===== config.mk =====
export PLATFORM = sky130hd
export DESIGN_NAME = ins_loader
export DESIGN_NICKNAME = d
export VERILOG_FILES = /design/src/rtl/ins_loader.sv
export SDC_FILE = /design/constraint.sdc
export NUM_CORES = 1
export LEC_CHECK = 0
export ABC_AREA = 1
export ABC_CLOCK_PERIOD_IN_PS = 1700
export CAP_MARGIN = 15
export CORE_ASPECT_RATIO = 1.5
export CORE_MARGIN = 1
export CORE_UTILIZATION = 52
export DETAILED_ROUTE_END_ITERATION = 10
export GPL_TIMING_DRIVEN = 0
export PLACE_DENSITY = 0.8
export SLEW_MARGIN = 20
export SYNTH_ARGS = -nofsm -noshare
export SYNTH_HDL_FRONTEND = slang
export SYNTH_SLANG_ARGS = --single-unit

===== constraint.sdc =====
create_clock -name clk -period 1.7 [get_ports clk]
set_input_delay 0.425 -clock clk [delete_from_list [all_inputs] [get_ports clk]]
set_output_delay 0.425 -clock clk [all_outputs]
set_load 0.01 [all_outputs]

===== src/rtl/ins_loader.sv =====
// ins_loader: boot-time instruction-memory writer.
// Takes a byte stream (header N, then N three-byte words, MSB first),
// writes each assembled word at consecutive fetch addresses, and holds
// the CPU in stall until the image is complete.
// Optional feature macro: INS_LOADER_CHECKSUM_EN adds a trailing XOR
// checksum byte over the 3N payload bytes.
module ins_loader #(
  parameter int INS_W     = 21,
  parameter int ADDR_W    = 8,
  parameter int ADDR_STEP = 4,
  parameter int MAX_WORDS = 64
) (
  input  logic              clk,
  input  logic              rst,
  input  logic              start,
  input  logic [7:0]        byte_in,
  input  logic              byte_valid,
  output logic              byte_ready,
  output logic              ins_we,
  output logic [ADDR_W-1:0] ins_waddr,
  output logic [INS_W-1:0]  ins_wdata,
  output logic              cpu_hold,
  output logic              done,
  output logic              err,
  output logic [6:0]        word_count
);

  // Width of the field carried by the first byte of a word.
  localparam int HI_W = INS_W - 16;
  localparam logic [8:0] MAX_W9 = 9'(MAX_WORDS);
  localparam logic [ADDR_W-1:0] STEP = ADDR_W'(ADDR_STEP);

  typedef enum logic [3:0] {
    S_IDLE,
    S_HDR,
    S_B0,
    S_B1,
    S_B2,
    S_WRITE,
`ifdef INS_LOADER_CHECKSUM_EN
    S_CSUM,
`endif
    S_DONE,
    S_ERR
  } state_t;

  state_t            state_reg, state_next;
  logic [7:0]        n_reg;
  logic [ADDR_W-1:0] addr_reg;
  logic [ADDR_W-1:0] waddr_reg;
  logic [INS_W-1:0]  wdata_reg;
  logic [HI_W-1:0]   hi_reg;
  logic [7:0]        mid_reg;
  logic [6:0]        count_reg;
  logic [6:0]        count_inc;
  logic              accept;
  logic              load_start;
  logic              hdr_bad;
  logic              last_word;

  assign accept     = byte_valid && byte_ready;
  assign load_start = start && (state_reg == S_IDLE || state_reg == S_DONE || state_reg == S_ERR);
  assign hdr_bad    = (byte_in == 8'd0) || ({1'b0, byte_in} > MAX_W9);
  assign count_inc  = count_reg + 7'd1;
  assign last_word  = ({1'b0, count_inc} == n_reg);

`ifdef INS_LOADER_CHECKSUM_EN
  logic [7:0] csum_reg;

  // Running XOR of payload bytes; the header is not included.
  always_ff @(posedge clk) begin
    if (rst || load_start) begin
      csum_reg <= 8'd0;
    end else if (accept && (state_reg == S_B0 || state_reg == S_B1 || state_reg == S_B2)) begin
      csum_reg <= csum_reg ^ byte_in;
    end
  end
`endif

  // Next-state logic and stream back-pressure.
  always_comb begin
    state_next = state_reg;
    byte_ready = 1'b0;
    case (state_reg)
      S_IDLE: if (start) state_next = S_HDR;
      S_HDR: begin
        byte_ready = 1'b1;
        if (byte_valid) state_next = hdr_bad ? S_ERR : S_B0;
      end
      S_B0: begin
        byte_ready = 1'b1;
        // Unused upper bits must be zero; the bad byte is still consumed.
        if (byte_valid) state_next = (byte_in[7:HI_W] != '0) ? S_ERR : S_B1;
      end
      S_B1: begin
        byte_ready = 1'b1;
        if (byte_valid) state_next = S_B2;
      end
      S_B2: begin
        byte_ready = 1'b1;
        if (byte_valid) state_next = S_WRITE;
      end
      S_WRITE: begin
`ifdef INS_LOADER_CHECKSUM_EN
        state_next = last_word ? S_CSUM : S_B0;
`else
        state_next = last_word ? S_DONE : S_B0;
`endif
      end
`ifdef INS_LOADER_CHECKSUM_EN
      S_CSUM: begin
        byte_ready = 1'b1;
        if (byte_valid) state_next = (byte_in == csum_reg) ? S_DONE : S_ERR;
      end
`endif
      S_DONE:  if (start) state_next = S_HDR;
      S_ERR:   if (start) state_next = S_HDR;
      default: state_next = S_IDLE;
    endcase
  end

  // State, word assembly, write address and count.
  always_ff @(posedge clk) begin
    if (rst) begin
      state_reg <= S_IDLE;
      n_reg     <= 8'd0;
      addr_reg  <= '0;
      waddr_reg <= '0;
      wdata_reg <= '0;
      hi_reg    <= '0;
      mid_reg   <= 8'd0;
      count_reg <= 7'd0;
    end else begin
      state_reg <= state_next;
      if (load_start) begin
        addr_reg  <= '0;
        waddr_reg <= '0;
        count_reg <= 7'd0;
      end
      if (accept) begin
        case (state_reg)
          S_HDR: n_reg   <= byte_in;
          S_B0:  hi_reg  <= byte_in[HI_W-1:0];
          S_B1:  mid_reg <= byte_in;
          S_B2: begin
            // Output registers load together so they stay put between writes.
            wdata_reg <= {hi_reg, mid_reg, byte_in};
            waddr_reg <= addr_reg;
          end
          default: ;
        endcase
      end
      if (state_reg == S_WRITE) begin
        addr_reg  <= addr_reg + STEP;
        count_reg <= count_inc;
      end
    end
  end

  assign ins_we     = (state_reg == S_WRITE);
  assign ins_waddr  = waddr_reg;
  assign ins_wdata  = wdata_reg;
  assign cpu_hold   = !(state_reg == S_IDLE || state_reg == S_DONE);
  assign done       = (state_reg == S_DONE);
  assign err        = (state_reg == S_ERR);
  assign word_count = count_reg;

endmodule


==> run_results.csv <==
group,metric,value,unit
run_status,status,"complete, no violations",
setup_path,r2r-start,"state_reg[1]",
setup_path,regToRegSetupSlack,120,ps
placed_design,dp.final_hpwl,5180,um
worst_hold_path,hold_class,"flop to flop",
placed_design,portBuffers,52,
synthesis,synth_top_flop_cell,"dfxtp_1",
placed_design,pre_cts_slack,-403,ps
setup_path,critPathMaxStageDelay,360,ps
final_layout,drive_gt1_share,15.6,%
sta,final.period_utilization,99.3,%
setup_path,reg2reg_depth,10,
synthesis,synth_edf_count,0,
sta,timing.final.ws_setup,11.8,ps
detailed_routing,vias_per_cell,5.24,
synthesis,yosysMostFrequentCell,"nor2_1",
setup_path,cp_cell_sequence,"buf_6 > nor2_4 > inv_2 > nand2_2 > nand2_2 > inv_1 > buf_2",
worst_hold_path,min_path_cells,2,
sta,fin_skew,9.12,ps
setup_path,crit_family,"flip-flops",
synthesis,ys_ff_latch,66,
synthesis,ys_top_cells_by_count,"nor2_1, dfxtp_1, nand2_1, o21ai_0, a21oi_1",
setup_path,crit_fanout,5,
synthesis,synth_top_area_share,46.4,%
floorplanning,start_util,54.7,%
detailed_routing,drt_first_iter_violations,185,
flow_run,maxCapViolCount,0,
sta,finalSetupViolations,0,
pwr,p_leak,1.60,nW
worst_hold_path,worstHoldStart,"ins_waddr[1]",
detailed_routing,vias,2812,
final_layout,fillCellCount,426,
synthesis,yosysWarningCount,0,
detailed_routing,ant_nets,0,
floorplanning,num_rows,32,
synthesis,yosys-top-cells-area,"dfxtp_1, o21ai_0, nor2_1",
placed_design,dpl_cell_area,0.00345,sq mm
setup_path,crit_buf_inv,4,
detailed_routing,drt-total-wl,7250,um
floorplanning,die_w,62.4,um
worst_hold_path,holdPathEnd,"ins_waddr[1]",
clock_network,clock_latency,340,ps
setup_path,worst_setup_path_end_kind,"output pin",
detailed_routing,drc,0,
global_route,grt_use_total,26.4,%
clock_network,clk_pin_slew_worst_paths,70,ps
global_route,grt_max_degree,13,
synthesis,synth-async-reset-ratio,0,%
clock_network,cts_buffers,9,
detailed_routing,drt-wirelength-per-cell,13.5,um
global_route,grt_pass1_vias,2673,
pwr,ir_drop,0.977,mV
setup_path,path_common_cell,"nand2_2",
synthesis,yosysTopAreaCell,"dfxtp_1",
final_layout,largest_reg_flops,21,
global_route,grt_pass1_wl,12000,um
detailed_routing,drt_pass1_iterations,4,
floorplanning,core-area,0.00520,sq mm
sta,rsz0062_at_grt,"yes",
sta,fin_crit,1690,ps
synthesis,ys_types,25,
floorplanning,die_area,0.00578,sq mm
clock_network,cts_tree,"built",
setup_path,critPathRequiredTime,1270,ps
floorplanning,pin_count,53,
setup_path,setup.worst_path.start_class,"flop",
sta,slew_headroom,69.0,%
synthesis,syn_inst,391,
sta,fin_tns_setup,0,ps
setup_path,cp_slowest_cell,"dfxtp_4",
final_layout,nets,478,
sta,hold_viol,0,
clock_network,htree_levels,3,
final_layout,area_growth,32.5,%
sta,holdWs,456,ps
global_route,grt_overflow,0,
final_layout,antenna_cells,0,
setup_path,cp.arrival,1260,ps
clock_network,clock_path_buffers,2,
global_route,antenna_found_initial,0,
clock_network,root_buffer,"clkbuf_8",
placed_design,gp_congestion,0.851,
setup_path,path_class,"flop to output pin",
pwr,p_total,0.00497,W
clock_network,cts_sinks,66,
synthesis,postSynthAreaPerCell,7.29,sq um
floorplanning,die_h,92.7,um
setup_path,regToRegEndpoint,"ins_wdata[19]",
sta,slew_violations,0,
sta,fmax,0.592,GHz
sta,tightest_slew,464,ps
synthesis,syn-cell-area,0.00285,sq mm
synthesis,ys_seq_area_share,46.4,%
pwr,cellPowerDensity,1320,mW/mm^2
synthesis,synth_nets,405,
final_layout,final_area,0.00378,sq mm
worst min-delay path, cell delays in order, from the launching register on:
cell	delay (ps)
dfxtp_1	310
nand2_1	60
nor3_1	40
per-stage QoR:
| step | std cells | util, % |
|---|---|---|
| after floorplan | 391 | - |
| after global placement | 511 | 66.4 |
| after CTS | 531 | 71.2 |
| after detailed placement | 511 | 66.4 |
| final | 537 | 72.5 |
| after global routing | 537 | 72.5 |
timing repair:
action                     in CTS  in global routing
hold endpoints to repair        0                  0
setup endpoints to repair      12                 39
buffers inserted                4                  6
resized for setup              41                 18
hold buffers                    0                  0
pin swaps                       2                  3
power breakdown:
group / switching (W) / total (W) / internal [W]
Combinational: 0.000899 / 0.00164 / 0.000744
Sequential: 0.000165 / 0.00197 / 0.00181
Clock: 0.000631 / 0.00135 / 0.000719
Total: 0.00170 / 0.00497 / 0.00327
cell usage in the layout (no fill, tap or decap), types with 2 or more instances in the layout:
cell type,instances
clkbuf_2,5
clkinv_2,2
dfxtp_1,57
nand3b_1,4
dfxtp_4,3
dlygate4sd2_1,6
ha_1,2
buf_4,12
o21ai_0,53
clkbuf_8,10
nor2_4,4
buf_2,6
inv_2,6
nand2_4,2
nand2_1,50
dlymetal6s2s_1,2
nor3_1,3
a21oi_1,42
clkdlybuf4s50_1,40
nor2_1,67
a211oi_1,3
dfxtp_2,6
nand2_2,5
nand3_1,23
buf_6,6
nand4_1,5
inv_1,35
kinds of logic (layout without fill, tap and decap cells):
kind of cell | count (synthesis) | count (layout) | synth area share [%]
and+or+nand+nor | 165 | 165 | 25.8
AOI/OAI and AO/OA | 101 | 101 | 18.2
DFF | 66 | 66 | 46.4
buffers and inverters | 57 | 135 | 8.78
adders and majority gates | 2 | 2 | 0.878
worst max-delay path by stage:
stage / from / to / slack, ps / cells after the start
global placement: state_reg[2] / ins_we / -390 / 4
CTS: state_reg[0] / ins_we / -100 / 5
floorplan: word_count[0] / state_reg[2] / 280 / 10
finish: state_reg[1] / byte_ready / 10 / 7
detailed placement: state_reg[2] / ins_we / -400 / 4
global route: state_reg[1] / byte_ready / -70 / 7
per-layer routing:
| metal | part of all wire, % | track usage (%) |
|---|---|---|
| met5 | 0 | 0 |
| met1 | 42 | 28.8 |
| met2 | 52 | 46.8 |
| met3 | 4.1 | 5.91 |
| met4 | 2.8 | 14.5 |
final cells by class:
cell class	count	area [sq um]	share of cell area, %
sequential	66	1340	35.5
multi-input combinational	268	1300	34.4
timing repair buffer	62	583	15.4
inverter	41	154	4.08
clock buffer	10	138	3.64
buffer	16	111	2.95
tap	68	85.1	2.25
clock inverter	6	65.1	1.72
Note: power is estimated with default switching activity, not from simulation.
